===== config.mk =====
export PLATFORM = sky130hd
export DESIGN_NAME = conv_tile_controller
export DESIGN_NICKNAME = d
export VERILOG_FILES = /design/src/rtl/conv_tile_controller.sv
export SDC_FILE = /design/constraint.sdc
export NUM_CORES = 1
export LEC_CHECK = 0
export ABC_CLOCK_PERIOD_IN_PS = 14000
export BUFFER_PORTS_ARGS = -buffer_cell sky130_fd_sc_hd__buf_2
export CAP_MARGIN = 20
export CORE_AREA = 2 2 167 169
export CTS_BUF_LIST = sky130_fd_sc_hd__clkbuf_4
export DETAILED_ROUTE_END_ITERATION = 10
export DIE_AREA = 0 0 169 171
export PLACE_DENSITY_LB_ADDON = 0.3
export SYNTH_ARGS = -nofsm -noshare
export SYNTH_HDL_FRONTEND = slang
export SYNTH_SLANG_ARGS = --single-unit

===== constraint.sdc =====
create_clock -name clk -period 14 [get_ports clk]
set_input_delay 0.7 -clock clk [delete_from_list [all_inputs] [get_ports clk]]
set_output_delay 0.7 -clock clk [all_outputs]
set_load 0.01 [all_outputs]

===== src/rtl/conv_tile_controller.sv =====
// rtl/conv_tile_controller.sv - job sequencer and operand store for a 3x3 systolic conv engine
// Define CONV_TILE_CTRL_JOBCNT_EN to add the job_count output.
module conv_tile_controller #(
  parameter int unsigned RST_CYCLES     = 2,
  parameter int unsigned COMPUTE_CYCLES = 12
) (
  input  logic         clk,
  input  logic         rst,
  input  logic         wr_en,
  input  logic [4:0]   wr_addr,
  input  logic [7:0]   wr_data,
  output logic         wr_err,
  input  logic         start,
  output logic         busy,
  output logic         eng_rst,
  output logic [127:0] eng_input,
  output logic [71:0]  eng_filter,
  input  logic [31:0]  eng_result,
  output logic         res_valid,
  input  logic         res_ack,
`ifdef CONV_TILE_CTRL_JOBCNT_EN
  output logic [31:0]  result,
  output logic [15:0]  job_count
`else
  output logic [31:0]  result
`endif
);

  localparam int unsigned NUM_BYTES = 25;
  localparam logic [7:0]  RST_LAST  = 8'(RST_CYCLES - 1);
  localparam logic [7:0]  RUN_LAST  = 8'(COMPUTE_CYCLES - 1);

  typedef enum logic [1:0] {
    S_IDLE,
    S_RST,
    S_RUN,
    S_DONE
  } state_t;

  state_t                 state_q, state_d;
  logic [7:0]             cnt_q, cnt_d;
  logic [8*NUM_BYTES-1:0] opnd_q, opnd_d;
  logic                   res_valid_q, res_valid_d;
  logic [31:0]            result_q, result_d;
  logic                   wr_err_q, wr_err_d;
  logic                   ack_done;
  logic                   wr_ok;
`ifdef CONV_TILE_CTRL_JOBCNT_EN
  logic [15:0]            job_cnt_q, job_cnt_d;
`endif

  // The acknowledging cycle of DONE already counts as idle for host writes.
  assign ack_done = (state_q == S_DONE) && res_ack;
  assign wr_ok    = wr_en && (wr_addr < 5'd25) && ((state_q == S_IDLE) || ack_done);

  always_comb begin
    state_d     = state_q;
    cnt_d       = cnt_q;
    opnd_d      = opnd_q;
    res_valid_d = res_valid_q;
    result_d    = result_q;
    wr_err_d    = wr_en && !wr_ok;
`ifdef CONV_TILE_CTRL_JOBCNT_EN
    job_cnt_d   = job_cnt_q;
`endif

    if (wr_ok) begin
      opnd_d[{wr_addr, 3'b000} +: 8] = wr_data;
    end

    case (state_q)
      S_IDLE: begin
        if (start) begin
          state_d = S_RST;
          cnt_d   = '0;
        end
      end
      S_RST: begin
        if (cnt_q == RST_LAST) begin
          state_d = S_RUN;
          cnt_d   = '0;
        end else begin
          cnt_d = cnt_q + 8'd1;
        end
      end
      S_RUN: begin
        if (cnt_q == RUN_LAST) begin
          state_d     = S_DONE;
          cnt_d       = '0;
          res_valid_d = 1'b1;
          result_d    = eng_result;
`ifdef CONV_TILE_CTRL_JOBCNT_EN
          job_cnt_d   = job_cnt_q + 16'd1;
`endif
        end else begin
          cnt_d = cnt_q + 8'd1;
        end
      end
      S_DONE: begin
        if (res_ack) begin
          res_valid_d = 1'b0;
          cnt_d       = '0;
          state_d     = start ? S_RST : S_IDLE;
        end
      end
      default: begin
        state_d = S_IDLE;
        cnt_d   = '0;
      end
    endcase
  end

  always_ff @(posedge clk or posedge rst) begin
    if (rst) begin
      state_q     <= S_IDLE;
      cnt_q       <= '0;
      opnd_q      <= '0;
      res_valid_q <= 1'b0;
      result_q    <= '0;
      wr_err_q    <= 1'b0;
`ifdef CONV_TILE_CTRL_JOBCNT_EN
      job_cnt_q   <= '0;
`endif
    end else begin
      state_q     <= state_d;
      cnt_q       <= cnt_d;
      opnd_q      <= opnd_d;
      res_valid_q <= res_valid_d;
      result_q    <= result_d;
      wr_err_q    <= wr_err_d;
`ifdef CONV_TILE_CTRL_JOBCNT_EN
      job_cnt_q   <= job_cnt_d;
`endif
    end
  end

  assign busy       = (state_q != S_IDLE);
  assign eng_rst    = (state_q != S_RUN);
  assign eng_input  = opnd_q[127:0];
  assign eng_filter = opnd_q[199:128];
  assign res_valid  = res_valid_q;
  assign result     = result_q;
  assign wr_err     = wr_err_q;
`ifdef CONV_TILE_CTRL_JOBCNT_EN
  assign job_count  = job_cnt_q;
`endif

endmodule


==> flow_summary.toml, run 1 <==
[cells_and_area]
fin_nets = 1173
stdcell_area_mm2 = 0.0130
fin_cells = 1506
post_route_cells_drive_above_1_share_pct = 50.8
area_delta_synth_final_pct = 25.4

[sta]
hold_viol_final = 0
fmax_ghz = 0.350
final.setup.tns_ps = 0
maxSlewViolCount = 0
period_share_pct = 20.4
rsz0062_at_grt = "false"
whs_ps = 227
finClkSkew_ps = 44.3
tightest_slew_ps = 947
slew_headroom_pct = 36.5
setup_violations = 0
period_needed_ps = 2860

[clock_network]
cts.repair.resized = 0
insertion_delay_ps = 660
cts-root-buf = "clkbuf_4"
cts.sinks = 244
cts.htree.levels = 3
cts_buffers = 69
cts_tree = "done"
cts_setup_buffers = 0
clockBufferDepth = 3
holdBufCountCts = 0
cts.clk_slew.worst_paths_ps = 60

[place]
placedCellCount = 1385
dp_hpwl_um = 20100
dpl_cell_area_mm2 = 0.0121
place_congestion = 0.817
port_buffers = 285

[routing]
vias = 7443
ant_nets = 0
drtPass1Iterations = 4
vias_per_cell = 4.94
drt-initial-drc-count = 270
wl_per_cell_um = 19.0
drc = 0
routed_wirelength_um = 28600

[logic_synthesis]
synthArstFlopShare_pct = 100
synthTopCellsByCount = "dfrtp_1 (244), mux2_2 (172), o21ai_0 (40)"
synthDistinctLibCells = 47
yosys_warnings = 0
synthesis.area_mm2 = 0.0104
ys_ff_latch = 244
synth_top_area_share_pct = 58.9
syn-num-nets = 851
ys_top_cells_by_area = "dfrtp_1 (59%), mux2_2 (19%), mux2_1 (3.5%), o21ai_0 (1.9%), and3_1 (1.8%)"
synth_edf_count = 0
synth_flop_cell = "dfrtp_1"
synth.avg_cell_area_um2 = 13.1
yosysMostFrequentCell = "dfrtp_1"
ys_seq_area_share_pct = 58.9
synth_cells = 790
synth_area_leader_cell = "dfrtp_1"

[floorplanning]
die_h_um = 171
die_width_um = 169
initial_core_util_pct = 37.9
fp.dieArea_mm2 = 0.0289
ios = 286
rows = 61
fp.coreArea_mm2 = 0.0273

[grt]
grt_antenna_before_repair = 4
grt-ovfl-total = 0
grt_pass1_vias = 7714
grt_pass1_wl_um = 43900
grt_max_degree = 119
track_usage_pct = 19.7

[pwr]
p_leak_nw = 7.08
pwr-share-clk_pct = 36.2
ir_drop_uv = 81.2
p_sw_share_pct = 29.9
power_mw = 1.80
p_seq_share_pct = 45.6
power_frac_comb_pct = 18.2
p_sw_mw = 0.538
p_int_mw = 1.26
p_per_area_mw_per_mm2 = 138

[setup_path]
slowest_delay_ps = 490
worst-path-max-fanout = 15
endpoint_kind = "register"
crit_type = "primary input to register"
crit_arrival_ps = 3350
cp_data_required_time_ps = 14490
start_kind = "primary input"
slowest_stage = "a22o_1"
crit_path_cell_trace = "buf_2, inv_1, ha_1, xnor2_1, a22o_1, and3_1, and2_1, mux2_1"

[status]
status = "finished, final reports clean"

[hold_path]
hold_path_class = "primary input to asynchronous set/reset pin"

[job]
max_cap_violations = 0
## power by group through the flow
stage | sequential [mW] | clock, mW | combinational [mW]
after global placement | 0.831 | 0 | 0.324
after CTS | 0.820 | 0.678 | 0.331
after detailed placement | 0.832 | 0 | 0.330
final | 0.820 | 0.652 | 0.327
after global routing | 0.828 | 0.718 | 0.359
after floorplan | 0.862 | 0 | 0.156
## cells in the final DEF, fill, tap and decap left out, types with 4 or more instances in the layout
cell      instances
a22o_1            5
and2_1            4
and3_1           29
buf_2           285
clkbuf_4         95
clkinv_1         12
dfrtp_1         244
ha_1             11
inv_1            34
mux2_1           32
mux2_2          172
nand2_1          34
nand3_1          33
nor2_1           38
nor2_4           10
nor2b_1           7
nor3_1            9
o21ai_0          40
or3_1             5
## metal layers
layer	track usage, %	part of all wire (%)
met5	0	0.046
met4	6.84	2.2
met2	31.4	47
met3	6.94	8.4
met1	25.1	42
## path summary, 6_finish.rpt
check / from / end / slack, ps / cells after the start
worst max-delay path: wr_addr[0] / opnd_q[115]$_DFFE_PP0P_ / 11140 / 8
worst min-delay path: rst / result[31]$_DFFE_PP0P_ / 230 / 2
worst max register to register: state_q[0]$_DFFE_PP0P_ / opnd_q[115]$_DFFE_PP0P_ / 11170 / 7
worst min register to register: opnd_q[125]$_DFFE_PP0P_ / opnd_q[125]$_DFFE_PP0P_ / 480 / 1
max in group asynchronous: rst / opnd_q[109]$_DFFE_PP0P_ / 12510 / 4
min in group clk: eng_result[10] / result[10]$_DFFE_PP0P_ / 270 / 2
## flip-flops by register name, indices dropped and copies added, names as in the netlist
| register | cells |
|---|---|
| result | 32 |
| state_q | 2 |
| res_valid | 1 |
| wr_err | 1 |
| opnd_q | 200 |
| cnt_q | 8 |
## critical path, delay by kind of cell
kind / cells / cell delay, ps
AND/OR/NAND/NOR: 2 / 760
AO/OA/AOI/OAI: 1 / 490
buffers and inverters: 2 / 400
multiplexers: 1 / 380
adder cells (fa/ha/maj): 1 / 350
XOR/XNOR: 1 / 260
## through the flow
stage	util, %	setup WS, ps
final	47.5	11140
after global routing	47.5	10960
after CTS	47.4	11140
after detailed placement	44.2	10480
after global placement	44.2	10590
after floorplan	-	6600
## cell type report
class,count,area [um2]
diodes,3,7.51
flip-flops and latches,244,6110
fillers,2577,14300
well taps,346,433
clock buffers,95,713
inverters,35,139
clock inverters,21,148
repair buffers,290,1490
multi-input cells,472,3960
## kinds of logic (layout without fill, tap and decap cells)
group           after synthesis  after routing  synth area share, %
mux                         206            206                 22.4
compound gates               63             63                 4.03
simple gates                189            189                 10.1
xor+xnor                      3              3                0.254
buf+inv                      74            441                 3.01
other cells                   0              3                    0
fa+ha+maj                    11             11                 1.33
flops                       244            244                 58.9
Note: power is estimated with default switching activity, not from simulation.
==> inputs of run 2 (changes only) <==
--- a/config.mk
+++ b/config.mk
@@ -5,7 +5,7 @@
 export SDC_FILE = /design/constraint.sdc
 export NUM_CORES = 1
 export LEC_CHECK = 0
-export ABC_CLOCK_PERIOD_IN_PS = 14000
+export ABC_CLOCK_PERIOD_IN_PS = 2600
 export BUFFER_PORTS_ARGS = -buffer_cell sky130_fd_sc_hd__buf_2
 export CAP_MARGIN = 20
 export CORE_AREA = 2 2 167 169
==> constraint.sdc (replaced) <==
create_clock -name clk -period 2.6 [get_ports clk]
set_input_delay 0.13 -clock clk [delete_from_list [all_inputs] [get_ports clk]]
set_output_delay 0.13 -clock clk [all_outputs]
set_load 0.01 [all_outputs]
==> run 2 against run 1 <==
- clock skew increased by 12 ps
- combinational power increased to 5.6 times the previous value
- sequential power increased to 5.4 times the previous value
- register-to-register slack got worse by 11000 ps
- clock power increased to 5.4 times the previous value
- sequential share of layout area decreased by 1.9 points
- largest cell class unchanged
==> flow_summary.toml, run 2 (synthesis gave the netlist of run 1 again) <==
[clock_network]
cts.htree.levels = 3
insertion_delay_ps = 660
cts.sinks = 244
cts.repair.resized = 0
cts_tree = "done"
clockBufferDepth = 3
cts_setup_buffers = 0
cts-root-buf = "clkbuf_4"
cts.clk_slew.worst_paths_ps = 60
cts_buffers = 69

[cells_and_area]
post_route_cells_drive_above_1_share_pct = 50.1
n_fill_cell = 2511
layout_commonest_cell = "buf_2"
layout_common_cells = "buf_2 (285), dfrtp_1 (244), mux2_2 (172)"
fin_nets = 1233
area_delta_synth_final_pct = 30.7
largest_register_ffs = 200
diodes = 0
top_register = "opnd_q"

[setup_path]
cp_top_family = "simple AND/OR/NAND/NOR gates"
crit_type = "register to register"
start_kind = "register"
crit_arrival_ps = 2970
slowest_delay_ps = 690
slowest_stage = "nor4_4"
endpoint_kind = "register"
worst-path-max-fanout = 8
crit_path_cell_trace = "inv_1, ha_1, a21oi_1, nor2_1, o21ai_0, nor4_4, mux2_2"
cp_data_required_time_ps = 3140
critical_path_buf_inv_count = 1

[floorplanning]
die_width_um = 169
initial_core_util_pct = 37.9
fp.coreArea_mm2 = 0.0273
fp.dieArea_mm2 = 0.0289
rows = 61
ios = 286
die_h_um = 171

[grt]
grt-ovfl-total = 0
grt_antenna_before_repair = 4
track_usage_pct = 20.6
grt_max_degree = 141
grt-busiest-layer = "met2"
met3_usage_pct = 6.43
use_met1_pct = 26.1
grt_pass1_wl_um = 45700
grt_pass1_vias = 7975
use_met2_pct = 34.1

[sta]
tightest_slew_ps = 800
slew_headroom_pct = 46.7
fmax_ghz = 0.412
hold_viol_final = 0
whs_ps = 133
finClkSkew_ps = 56.0
rsz0062_at_grt = "false"
period_share_pct = 93.5
period_needed_ps = 2430
setup_violations = 0
maxSlewViolCount = 0

[place]
dp_hpwl_um = 20300
place_congestion = 0.874
port_buffers = 285

[routing]
drc = 0
vias_per_cell = 4.91
drtPass1Iterations = 4
wl_per_cell_um = 19.0
vias = 7670
drt-initial-drc-count = 395
ant_nets = 0
routed_wirelength_um = 29800

[status]
status = "finished, final reports clean"

[pwr]
p_per_area_mw_per_mm2 = 722
ir_drop_uv = 462
pwr-share-clk_pct = 36.0
p_sw_share_pct = 29.8
p_sw_mw = 2.92
p_leak_nw = 7.35
power_mw = 9.78
power_frac_comb_pct = 18.8
p_int_mw = 6.87
p_seq_share_pct = 45.3

[hold_path]
hold_path_class = "primary input to register"

[job]
max_cap_violations = 0
[run 2: cell types whose count changed in the layout (fill, tap and decap cells not counted), moves of 2 or more]
| cell | change |
|---|---|
| buf_4 | +16 |
| dlygate4sd3_1 | +44 |
| clkinv_2 | -2 |
| clkbuf_4 | +9 |
| clkinv_1 | -6 |
| buf_12 | +2 |
| diode_2 | -3 |
[run 2: area by class of cell]
cell class / instances / area, um2 / share of cell area, %
multi-input cells: 472 / 3960 / 29.2
inverters: 35 / 135 / 0.998
clock inverters: 12 / 85.1 / 0.628
clock buffers: 104 / 781 / 5.76
repair buffers: 350 / 2050 / 15.1
flip-flops and latches: 244 / 6110 / 45.1
well taps: 346 / 433 / 3.20
[run 2: final timing paths]
check                                         from                       to  slack, ps  depth (start not counted)
setup / recovery            state_q[0]$_DFFE_PP0P_   opnd_q[67]$_DFFE_PP0P_        170                          7
hold / removal                          wr_addr[0]   opnd_q[77]$_DFFE_PP0P_        130                          4
setup reg to reg            state_q[0]$_DFFE_PP0P_   opnd_q[67]$_DFFE_PP0P_        170                          7
hold reg to reg            opnd_q[104]$_DFFE_PP0P_  opnd_q[104]$_DFFE_PP0P_        480                          1
max in group asynchronous                      rst   opnd_q[12]$_DFFE_PP0P_       1700                          4
min in group asynchronous                      rst     cnt_q[0]$_DFFE_PP0P_        210                          4
[run 2: per-stage QoR]
stage               cells  setup TNS (ps)  instance area, um2  setup WS, ps  utilization [%]
finish               1563               0               13500           170             49.6
global route         1563               0               13500          11.0             49.6
CTS                  1563               0               13500           142             49.6
detailed placement   1403               0               12200           137             44.8
global placement     1403               0               12200           234             44.8
floorplan             790         -179040               10400          -734                -
[run 2: layer usage]
layer / wire [um] / up-vias
li1: - / 3564
met1: 12700 / 3776
met2: 14400 / 281
met3: 2190 / 43
met4: 477 / 6
met5: 34 / -
[run 2: tightest hold or removal path, cell delays in order]
cell and delay (ps):
buf_2 120, buf_4 170, nand3_1 190, o21ai_0 120
[run 2: power by group through the flow]
stage	Clock (mW)	Sequential, mW	Combinational, mW
3_5_place_dp	0	4.49	1.80
3_3_place_gp	0	4.48	1.76
4_1_cts	3.66	4.43	1.86
2_1_floorplan	0	4.64	0.841
6_report	3.52	4.43	1.84
5_1_grt	3.89	4.47	2.02
[run 2: repair_timing]
action	in CTS	in global routing
endpoints found under the setup margin	0	1
hold buffers	44	0
hold endpoints to repair	318	0
